[config.mk]
export PLATFORM = sky130hd
export DESIGN_NAME = fw_message_serializer_flat
export DESIGN_NICKNAME = d
export VERILOG_FILES = /design/src/rtl/fw_message_serializer_pkg.sv /design/src/rtl/fw_message_serializer_if.sv /design/src/rtl/fw_string_mem.sv /design/src/rtl/fw_message_serializer.sv /design/src/flat_wrapper.sv
export SDC_FILE = /design/constraint.sdc
export NUM_CORES = 1
export LEC_CHECK = 0
export BUFFER_PORTS_ARGS = -buffer_cell sky130_fd_sc_hd__buf_2
export CAP_MARGIN = 20
export CELL_PAD_IN_SITES_DETAIL_PLACEMENT = 0
export CELL_PAD_IN_SITES_GLOBAL_PLACEMENT = 1
export CORE_MARGIN = 5
export CORE_UTILIZATION = 29
export CTS_CLUSTER_DIAMETER = 40
export CTS_CLUSTER_SIZE = 12
export DETAILED_ROUTE_END_ITERATION = 7
export PLACE_DENSITY = 0.58
export RECOVER_POWER = 100
export SYNTH_ARGS = -nofsm -noshare
export SYNTH_HDL_FRONTEND = slang
export SYNTH_SLANG_ARGS = --single-unit
[constraint.sdc]
create_clock -name wb_clk_i -period 10.7 [get_ports wb_clk_i]
set_input_delay 2.14 -clock wb_clk_i [delete_from_list [all_inputs] [get_ports wb_clk_i]]
set_output_delay 2.14 -clock wb_clk_i [all_outputs]
set_load 0.02 [all_outputs]
[src/rtl/fw_message_serializer_pkg.sv]
// Shared constants for the firmware-test message serializer: frame characters,
// FSM encoding, event-kind indices with their service priority, and string depth.
package fw_message_serializer_pkg;

    localparam int unsigned STR_DEPTH_DEFAULT = 64;
    localparam int unsigned STR_AW            = 6;
    localparam logic [7:0]  EOL_DEFAULT       = 8'h0A;

    localparam logic [7:0] TYPE_R = 8'h52;
    localparam logic [7:0] TYPE_W = 8'h57;
    localparam logic [7:0] TYPE_E = 8'h45;
    localparam logic [7:0] TYPE_P = 8'h50;
    localparam logic [7:0] TYPE_F = 8'h46;

    typedef enum logic [2:0] {
        ST_IDLE,
        ST_TYPE,
        ST_CODE,
        ST_STR,
        ST_EOL
    } state_t;

    typedef enum logic [1:0] {
        K_REPORT  = 2'd0,
        K_WARNING = 2'd1,
        K_ERROR   = 2'd2,
        K_COMPARE = 2'd3
    } kind_t;

    localparam int unsigned NUM_KINDS = 4;

    // Service order: error > warning > compare > report.
    function automatic kind_t pick_kind(input logic [NUM_KINDS-1:0] pend);
        if (pend[K_ERROR])   return K_ERROR;
        if (pend[K_WARNING]) return K_WARNING;
        if (pend[K_COMPARE]) return K_COMPARE;
        return K_REPORT;
    endfunction

endpackage

[src/rtl/fw_message_serializer_if.sv]
// Bundle of event inputs, string-memory write port, byte stream and status
// outputs between the firmware-test Wishbone block, the serializer and the log sink.
interface fw_message_serializer_if #(
    parameter int unsigned CNT_WIDTH = 16
);
    logic                 new_report;
    logic                 new_warning;
    logic                 new_error;
    logic                 new_compare;
    logic [31:0]          report_reg;
    logic [31:0]          warning_reg;
    logic [31:0]          error_reg;
    logic [31:0]          expected_reg;
    logic [31:0]          measured_reg;
    logic                 write_mem;
    logic [7:0]           data;
    logic [5:0]           index;
    logic [7:0]           out_data;
    logic                 out_valid;
    logic                 out_ready;
    logic                 busy;
    logic                 compare_fail;
    logic [CNT_WIDTH-1:0] warning_count;
    logic [CNT_WIDTH-1:0] error_count;
    logic [CNT_WIDTH-1:0] fail_count;
    logic [7:0]           dropped_count;

    modport master (
        input  new_report, new_warning, new_error, new_compare,
        input  report_reg, warning_reg, error_reg, expected_reg, measured_reg,
        input  write_mem, data, index, out_ready,
        output out_data, out_valid, busy, compare_fail,
        output warning_count, error_count, fail_count, dropped_count
    );

    modport slave (
        output new_report, new_warning, new_error, new_compare,
        output report_reg, warning_reg, error_reg, expected_reg, measured_reg,
        output write_mem, data, index, out_ready,
        input  out_data, out_valid, busy, compare_fail,
        input  warning_count, error_count, fail_count, dropped_count
    );
endinterface

[src/rtl/fw_string_mem.sv]
// Message string store: flop array, write at the clock edge, combinational read.
// Deliberately not reset; firmware always rewrites the string before use.
module fw_string_mem
    import fw_message_serializer_pkg::*;
#(
    parameter int unsigned DEPTH = STR_DEPTH_DEFAULT
) (
    input  logic              clk,
    input  logic              we,
    input  logic [STR_AW-1:0] waddr,
    input  logic [7:0]        wdata,
    input  logic [STR_AW-1:0] raddr,
    output logic [7:0]        rdata
);
    logic [7:0] mem [DEPTH];

    always_ff @(posedge clk) begin
        if (we) mem[waddr] <= wdata;
    end

    assign rdata = mem[raddr];
endmodule

[src/rtl/fw_message_serializer.sv]
// Frames pending firmware events as TYPE/CODE/STRING/EOL bytes; first byte valid
// 2 edges after a strobe, out_data held while stalled, 1-cycle bubble between frames.
module fw_message_serializer
    import fw_message_serializer_pkg::*;
#(
    parameter int unsigned STR_DEPTH = STR_DEPTH_DEFAULT,
    parameter int unsigned CNT_WIDTH = 16,
    parameter logic [7:0]  EOL_CHAR  = EOL_DEFAULT
) (
    input  logic                    wb_clk_i,
    input  logic                    wb_rst_i,
    fw_message_serializer_if.master bus
);
    logic [NUM_KINDS-1:0] new_vec, pending, consume, drop;
    logic [31:0]          snap_rep, snap_warn, snap_err, snap_exp, snap_meas;
    logic [7:0]           dropped_cnt;
    logic [2:0]           drop_n;
    logic [8:0]           drop_sum;

    state_t               state;
    kind_t                frame_kind, sel_kind;
    logic [63:0]          frame_code, sel_code;
    logic [7:0]           sel_type, out_dat, rd_dat;
    logic                 sel_mismatch, start, xfer, out_vld, cmp_fail;
    logic [2:0]           byte_cnt, last_code;
    logic [STR_AW-1:0]    str_idx, rd_addr;
    logic [CNT_WIDTH-1:0] warn_cnt, err_cnt, fail_cnt;

    assign new_vec  = {bus.new_compare, bus.new_error, bus.new_warning, bus.new_report};
    assign sel_kind = pick_kind(pending);
    assign start    = (state == ST_IDLE) && (|pending);
    assign consume  = start ? (NUM_KINDS'(1) << sel_kind) : '0;
    // A capture only counts as a drop if the old event is not leaving this edge.
    assign drop     = new_vec & pending & ~consume;
    assign drop_n   = 3'(drop[0]) + 3'(drop[1]) + 3'(drop[2]) + 3'(drop[3]);
    assign drop_sum = {1'b0, dropped_cnt} + {6'd0, drop_n};

    always_ff @(posedge wb_clk_i or posedge wb_rst_i) begin
        if (wb_rst_i) begin
            pending     <= '0;
            dropped_cnt <= '0;
            snap_rep    <= '0;
            snap_warn   <= '0;
            snap_err    <= '0;
            snap_exp    <= '0;
            snap_meas   <= '0;
        end else begin
            pending     <= new_vec | (pending & ~consume);
            dropped_cnt <= drop_sum[8] ? 8'hFF : drop_sum[7:0];
            if (new_vec[K_REPORT])  snap_rep  <= bus.report_reg;
            if (new_vec[K_WARNING]) snap_warn <= bus.warning_reg;
            if (new_vec[K_ERROR])   snap_err  <= bus.error_reg;
            if (new_vec[K_COMPARE]) begin
                snap_exp  <= bus.expected_reg;
                snap_meas <= bus.measured_reg;
            end
        end
    end

    always_comb begin
        sel_code     = '0;
        sel_type     = TYPE_R;
        sel_mismatch = (snap_exp != snap_meas);
        case (sel_kind)
            K_REPORT:  begin sel_code = {snap_rep, 32'h0};  sel_type = TYPE_R; end
            K_WARNING: begin sel_code = {snap_warn, 32'h0}; sel_type = TYPE_W; end
            K_ERROR:   begin sel_code = {snap_err, 32'h0};  sel_type = TYPE_E; end
            K_COMPARE: begin
                sel_code = {snap_exp, snap_meas};
                sel_type = sel_mismatch ? TYPE_F : TYPE_P;
            end
            default:   begin sel_code = '0; sel_type = TYPE_R; end
        endcase
    end

    assign xfer      = out_vld & bus.out_ready;
    assign last_code = (frame_kind == K_COMPARE) ? 3'd7 : 3'd3;
    // The string pointer looks one byte ahead so the next byte is ready at the transfer edge.
    assign rd_addr   = (state == ST_STR) ? (str_idx + STR_AW'(1)) : '0;

    fw_string_mem #(.DEPTH(STR_DEPTH)) u_str_mem (
        .clk   (wb_clk_i),
        .we    (bus.write_mem),
        .waddr (bus.index),
        .wdata (bus.data),
        .raddr (rd_addr),
        .rdata (rd_dat)
    );

    always_ff @(posedge wb_clk_i or posedge wb_rst_i) begin
        if (wb_rst_i) begin
            state      <= ST_IDLE;
            frame_kind <= K_REPORT;
            frame_code <= '0;
            byte_cnt   <= '0;
            str_idx    <= '0;
            out_dat    <= '0;
            out_vld    <= 1'b0;
            cmp_fail   <= 1'b0;
            warn_cnt   <= '0;
            err_cnt    <= '0;
            fail_cnt   <= '0;
        end else begin
            cmp_fail <= 1'b0;
            case (state)
                ST_IDLE: begin
                    if (start) begin
                        frame_kind <= sel_kind;
                        frame_code <= sel_code;
                        out_dat    <= sel_type;
                        out_vld    <= 1'b1;
                        byte_cnt   <= '0;
                        state      <= ST_TYPE;
                        if (sel_kind == K_WARNING && ~&warn_cnt) warn_cnt <= warn_cnt + CNT_WIDTH'(1);
                        if (sel_kind == K_ERROR && ~&err_cnt)    err_cnt  <= err_cnt + CNT_WIDTH'(1);
                        if (sel_kind == K_COMPARE && sel_mismatch) begin
                            cmp_fail <= 1'b1;
                            if (~&fail_cnt) fail_cnt <= fail_cnt + CNT_WIDTH'(1);
                        end
                    end
                end
                ST_TYPE: begin
                    if (xfer) begin
                        out_dat    <= frame_code[63:56];
                        frame_code <= frame_code << 8;
                        byte_cnt   <= '0;
                        state      <= ST_CODE;
                    end
                end
                ST_CODE: begin
                    if (xfer) begin
                        if (byte_cnt == last_code) begin
                            str_idx <= '0;
                            if (rd_dat == 8'h00) begin
                                out_dat <= EOL_CHAR;
                                state   <= ST_EOL;
                            end else begin
                                out_dat <= rd_dat;
                                state   <= ST_STR;
                            end
                        end else begin
                            out_dat    <= frame_code[63:56];
                            frame_code <= frame_code << 8;
                            byte_cnt   <= byte_cnt + 3'd1;
                        end
                    end
                end
                ST_STR: begin
                    if (xfer) begin
                        if (str_idx == STR_AW'(STR_DEPTH - 1) || rd_dat == 8'h00) begin
                            out_dat <= EOL_CHAR;
                            state   <= ST_EOL;
                        end else begin
                            out_dat <= rd_dat;
                            str_idx <= str_idx + STR_AW'(1);
                        end
                    end
                end
                ST_EOL: begin
                    if (xfer) begin
                        out_vld <= 1'b0;
                        state   <= ST_IDLE;
                    end
                end
                default: begin
                    out_vld <= 1'b0;
                    state   <= ST_IDLE;
                end
            endcase
        end
    end

    assign bus.out_data      = out_dat;
    assign bus.out_valid     = out_vld;
    assign bus.busy          = (state != ST_IDLE) | (|pending);
    assign bus.compare_fail  = cmp_fail;
    assign bus.warning_count = warn_cnt;
    assign bus.error_count   = err_cnt;
    assign bus.fail_count    = fail_cnt;
    assign bus.dropped_count = dropped_cnt;
endmodule

[src/flat_wrapper.sv]
// flat-port wrapper written by rule: the top's interface ports become plain ports
module fw_message_serializer_flat import fw_message_serializer_pkg::*;
#(
    parameter int unsigned STR_DEPTH = STR_DEPTH_DEFAULT,
    parameter int unsigned CNT_WIDTH = 16,
    parameter logic [7:0]  EOL_CHAR  = EOL_DEFAULT
)
  (wb_clk_i, wb_rst_i, bus_new_report, bus_new_warning, bus_new_error, bus_new_compare, bus_report_reg, bus_warning_reg, bus_error_reg, bus_expected_reg, bus_measured_reg, bus_write_mem, bus_data, bus_index, bus_out_ready, bus_out_data, bus_out_valid, bus_busy, bus_compare_fail, bus_warning_count, bus_error_count, bus_fail_count, bus_dropped_count);
  fw_message_serializer_if #(.CNT_WIDTH(CNT_WIDTH)) bus_i ();
  input  logic wb_clk_i;
  input  logic wb_rst_i;
  input wire logic [$bits(bus_i.new_report)-1:0] bus_new_report;
  input wire logic [$bits(bus_i.new_warning)-1:0] bus_new_warning;
  input wire logic [$bits(bus_i.new_error)-1:0] bus_new_error;
  input wire logic [$bits(bus_i.new_compare)-1:0] bus_new_compare;
  input wire logic [$bits(bus_i.report_reg)-1:0] bus_report_reg;
  input wire logic [$bits(bus_i.warning_reg)-1:0] bus_warning_reg;
  input wire logic [$bits(bus_i.error_reg)-1:0] bus_error_reg;
  input wire logic [$bits(bus_i.expected_reg)-1:0] bus_expected_reg;
  input wire logic [$bits(bus_i.measured_reg)-1:0] bus_measured_reg;
  input wire logic [$bits(bus_i.write_mem)-1:0] bus_write_mem;
  input wire logic [$bits(bus_i.data)-1:0] bus_data;
  input wire logic [$bits(bus_i.index)-1:0] bus_index;
  input wire logic [$bits(bus_i.out_ready)-1:0] bus_out_ready;
  output wire logic [$bits(bus_i.out_data)-1:0] bus_out_data;
  output wire logic [$bits(bus_i.out_valid)-1:0] bus_out_valid;
  output wire logic [$bits(bus_i.busy)-1:0] bus_busy;
  output wire logic [$bits(bus_i.compare_fail)-1:0] bus_compare_fail;
  output wire logic [$bits(bus_i.warning_count)-1:0] bus_warning_count;
  output wire logic [$bits(bus_i.error_count)-1:0] bus_error_count;
  output wire logic [$bits(bus_i.fail_count)-1:0] bus_fail_count;
  output wire logic [$bits(bus_i.dropped_count)-1:0] bus_dropped_count;
  assign bus_i.new_report = bus_new_report;
  assign bus_i.new_warning = bus_new_warning;
  assign bus_i.new_error = bus_new_error;
  assign bus_i.new_compare = bus_new_compare;
  assign bus_i.report_reg = bus_report_reg;
  assign bus_i.warning_reg = bus_warning_reg;
  assign bus_i.error_reg = bus_error_reg;
  assign bus_i.expected_reg = bus_expected_reg;
  assign bus_i.measured_reg = bus_measured_reg;
  assign bus_i.write_mem = bus_write_mem;
  assign bus_i.data = bus_data;
  assign bus_i.index = bus_index;
  assign bus_i.out_ready = bus_out_ready;
  assign bus_out_data = bus_i.out_data;
  assign bus_out_valid = bus_i.out_valid;
  assign bus_busy = bus_i.busy;
  assign bus_compare_fail = bus_i.compare_fail;
  assign bus_warning_count = bus_i.warning_count;
  assign bus_error_count = bus_i.error_count;
  assign bus_fail_count = bus_i.fail_count;
  assign bus_dropped_count = bus_i.dropped_count;
  fw_message_serializer #(.STR_DEPTH(STR_DEPTH), .CNT_WIDTH(CNT_WIDTH), .EOL_CHAR(EOL_CHAR)) u_core (.wb_clk_i(wb_clk_i), .wb_rst_i(wb_rst_i), .bus(bus_i));
endmodule
==> results.txt <==
The clock-pin transition on the worst setup and hold timing paths is 50 ps. The worst endpoint required time came out at 11220 ps. The overall die height is 359 microns. The count of final setup violators came out at 0. The tree is rooted in a sky130_fd_sc_hd__clkbuf_16.

The capture point of the worst reg-to-reg path is u_core.bus.out_data[4]. The post-CTS setup-driven buffer insertion count came out at 0. The maximum fanout count along the critical path is 101. The floorplan core area is 0.121 sq mm. The flow ran to the end, but the final reports show violations. The post-synthesis area per instance came out at 13.4 sq um.

The commonest cells after synthesis are 512 x sky130_fd_sc_hd__edfxtp_1, 308 x sky130_fd_sc_hd__dfrtp_1, 260 x sky130_fd_sc_hd__nand2_1. The worst setup slack before clock tree synthesis is 5120 ps. The number of warnings printed during yosys synthesis is 0. After synthesis, the largest family of logic cells by area is compound AO/OA/AOI/OAI gates. The final global-route overflow total came out at 0. The maximum number of pins on one net before global-route repair came out at 142. The most common cell in the synthesized netlist is sky130_fd_sc_hd__edfxtp_1.

The peak ir drop on the vdd network came out at 0.211 mV. The area growth from synthesis to layout is 20.1%. The actual slew at the worst max-slew pin came out at 4740 ps.

The DRC violation count after routing is 0. The first-pass GRT wire length is 164 mm. The xor-xnor portion of the synthesized cell area came out at 0.0226. The worst setup path is of the reg -> reg kind. The setup slack after layout came out at 2850 ps. The number of max-cap violations is 21. Setup repair after global routing left no endpoint under its margin. The synthesized flop and latch total is 820. The number of buffers inserted during clock tree synthesis is 121. The number of standard cells after synthesis came out at 2631. The cell area reported after detailed placement is 0.0381 sq mm.

The post-route antenna net violation count is 0. The worst hold path was traced through 2 stages. The total number of placement rows came out at 128. TritonCTS built the clock tree. The leakage dissipation is 15.5 nW. The critical register-to-register path startpoint is u_core.str_idx[0]. For flop-to-flop paths, the worst setup slack is 2850 ps.

After clock tree synthesis, the flow added hold-fix buffers numbering 0. The number of resized instances in the post-cts repair step is 0. The number of endpoints with negative hold slack in the final report is 0. The number of global-route vias before repair is 23000. The worst hold path terminates at u_core.frame_code[9]. Headroom to the max-slew limit came out at -2.17. Sorting the synthesized cells by area gives the leading types as sky130_fd_sc_hd__edfxtp_1 44%, sky130_fd_sc_hd__dfrtp_1 22%, sky130_fd_sc_hd__mux2_2 5.7%.

The part of the cycle the worst path needs came out at 0.734. For this configuration, the core starts out at a cell density of 0.291. The final total negative setup slack came out at 0 ps.

In this run the worst setup path begins at u_core.str_idx[0]. The floorplan step defined a die boundary enclosing 0.129 sq mm. The class of the most critical hold timing path is reg -> reg. The synthesized-area fraction occupied by ao, oa, aoi and oai cells came out at 0.104.

The final-stage net count is 3073. The count of unique library cells instantiated by Yosys came out at 93. The worst hold margin came out at 475 ps. The worst clock skew came out at 51.0 ps.

STA puts the critical path data arrival time at 8370 ps. The portion of netlist area occupied by mux cells is 0.0926. The via count normalized by instance count is 5.07. The final max-slew violation count is 989.

The summed instance area of the synthesized netlist is 0.0353 sq mm. The power density of the placed cells is 291 mW/mm^2. The final layout contains routed wiring with a total length of 114 mm. Before antenna repair, the detailed router went through 6 iterations. In this run the most critical hold path is launched from u_core.frame_code[9]. The number of design-rule violations left by the first detailed-router iteration is 2487. The proportion of synthesized flip-flops having asynchronous set or reset came out at 0.376. The logic depth of the worst register-to-register path came out at 13.

STA classifies the critical path endpoint as a flip-flop. The aggregate global-route resource usage is 0.173. The largest total area in the synthesized netlist belongs to sky130_fd_sc_hd__edfxtp_1.

The detailed-route wire length per cell came out at 24.7 microns. The number of port buffers is 248. The fmax is 127 MHz. The via total after detailed routing is 23300. The detailed-placement wirelength estimate came out at 74.4 mm. The final period demand of the worst path came out at 7850 ps. Counting flops with a built-in enable in the synthesized netlist gives 512. The congestion estimate from routability-driven global placement came to 0.830. The share of the synthesized area in the top cell type came out at 0.436.

The number of H-tree branching levels is 3. The share of synthesized cell area in and, or, nand and nor gates is 0.0919. Pin placement for this block handled 249 I/O pins. The sequential fraction of the synthesis area came out at 0.655. The initial antenna violation count is 11.

The synthesized-area fraction occupied by adder cells is 0.00646. The fraction of final layout cells sized beyond drive strength 1 came out at 0.217. The CTS sink count came out at 820.

The net count after synthesis is 2830. The die width is 359 microns. For this run, the leading register cell type out of synthesis is sky130_fd_sc_hd__edfxtp_1. The summed area of non-filler cells in the final layout is 0.0423 sq mm. The deepest clock path buffer count is 3.

The later-pin clock latency in the skew report is 730 ps. The worst setup path is launched from a flip-flop. The final reports fail on capacitance limit, slew limit.

The number of fill cells in the layout is 11900.
==> layout make-up <==
class	instances	area (sq um)	area share
multi-input combinational	1614	11200	0.265
timing repair buffer	293	1460	0.0344
inverter	24	91.3	0.00216
clock inverter	84	1150	0.0272
tap	1625	2030	0.0480
sequential	820	23100	0.545
antenna	6	15.0	0.000355
clock buffer	141	3270	0.0773
==> metal layers <==
layer,part of all wire,routed length (microns),global-route usage
met1,0.44,49600,0.237
met2,0.46,52000,0.267
met3,0.072,8230,0.0427
met4,0.034,3850,0.0633
met5,0.00072,82,0
==> stage by stage <==
stage,utilization,power [W],instances
final,0.349,0.0123,4607
after global routing,0.349,0.0128,4603
after CTS,0.351,0.0124,4601
after detailed placement,0.314,0.00808,4376
after global placement,0.314,0.00805,4376
after floorplan,-,0.00653,2631
==> cells by family after synthesis <==
| kind of cell | count (synthesis) |
|---|---|
| xor gates and xnor gates | 90 |
| DFF | 820 |
| muxes | 280 |
| buffers and inverters | 197 |
| adders and majority gates | 17 |
| AOI/OAI and AO/OA | 535 |
| and+or+nand+nor | 692 |
==> worst max-delay path by stage <==
stage	end	cells after the start
3_3_place_gp	u_core.str_idx[5]	13
6_report	u_core.bus.out_data[4]	13
4_1_cts	u_core.bus.out_data[4]	13
2_1_floorplan	u_core.bus.compare_fail	1
5_1_grt	u_core.bus.out_data[4]	13
3_5_place_dp	u_core.str_idx[1]	13
==> cells in the final DEF, fill, tap and decap left out, drive strengths merged, types with 18 or more instances in the layout <==
| cell | synthesis | final |
|---|---|---|
| inv | 24 | 44 |
| and3 | 19 | 19 |
| buf | 84 | 206 |
| nor3 | 37 | 37 |
| xor2 | 23 | 23 |
| nand2 | 262 | 262 |
| clkinv | 0 | 28 |
| nor2b | 38 | 38 |
| bufinv | 0 | 22 |
| a31oi | 25 | 25 |
| a21oi | 94 | 94 |
| dfrtp | 308 | 308 |
| xnor2 | 67 | 67 |
| o21ai | 121 | 121 |
| a211oi | 83 | 83 |
| nand2b | 18 | 18 |
| nor2 | 172 | 172 |
| a22oi | 33 | 33 |
| a222oi | 32 | 32 |
| mux2i | 84 | 84 |
| mux2 | 178 | 178 |
| mux4 | 18 | 18 |
| nand4 | 21 | 21 |
| clkbuf | 89 | 228 |
| edfxtp | 512 | 512 |
| nand3 | 60 | 60 |
==> registers in the layout, summed over array words and instances, names as in the netlist, 32 cells and up <==
signal / flops
u_core.snap_meas: 32
u_core.frame_code: 64
u_core.snap_err: 32
u_core.snap_exp: 32
u_core.snap_rep: 32
u_core.u_str_mem.mem: 512
u_core.snap_warn: 32
==> critical path, cell delays in order (launching register included) <==
cell,delay [ps]
sky130_fd_sc_hd__dfrtp_1,1640
sky130_fd_sc_hd__buf_12,530
sky130_fd_sc_hd__ha_4,440
sky130_fd_sc_hd__nand4b_1,1120
sky130_fd_sc_hd__buf_4,730
sky130_fd_sc_hd__a211oi_1,320
sky130_fd_sc_hd__a211oi_1,80
sky130_fd_sc_hd__o31ai_1,690
sky130_fd_sc_hd__a311oi_1,220
sky130_fd_sc_hd__a31oi_1,350
sky130_fd_sc_hd__o2111a_1,270
sky130_fd_sc_hd__a31oi_1,140
sky130_fd_sc_hd__a21oi_1,770
sky130_fd_sc_hd__o21ai_0,210
==> power breakdown <==
group	leakage, nW	internal [W]	switching, W
registers	8.41	0.00360	0.000234
clock network	2.13	0.00274	0.00156
logic	4.97	0.00129	0.00289
Note: power is estimated with default switching activity, not from simulation.
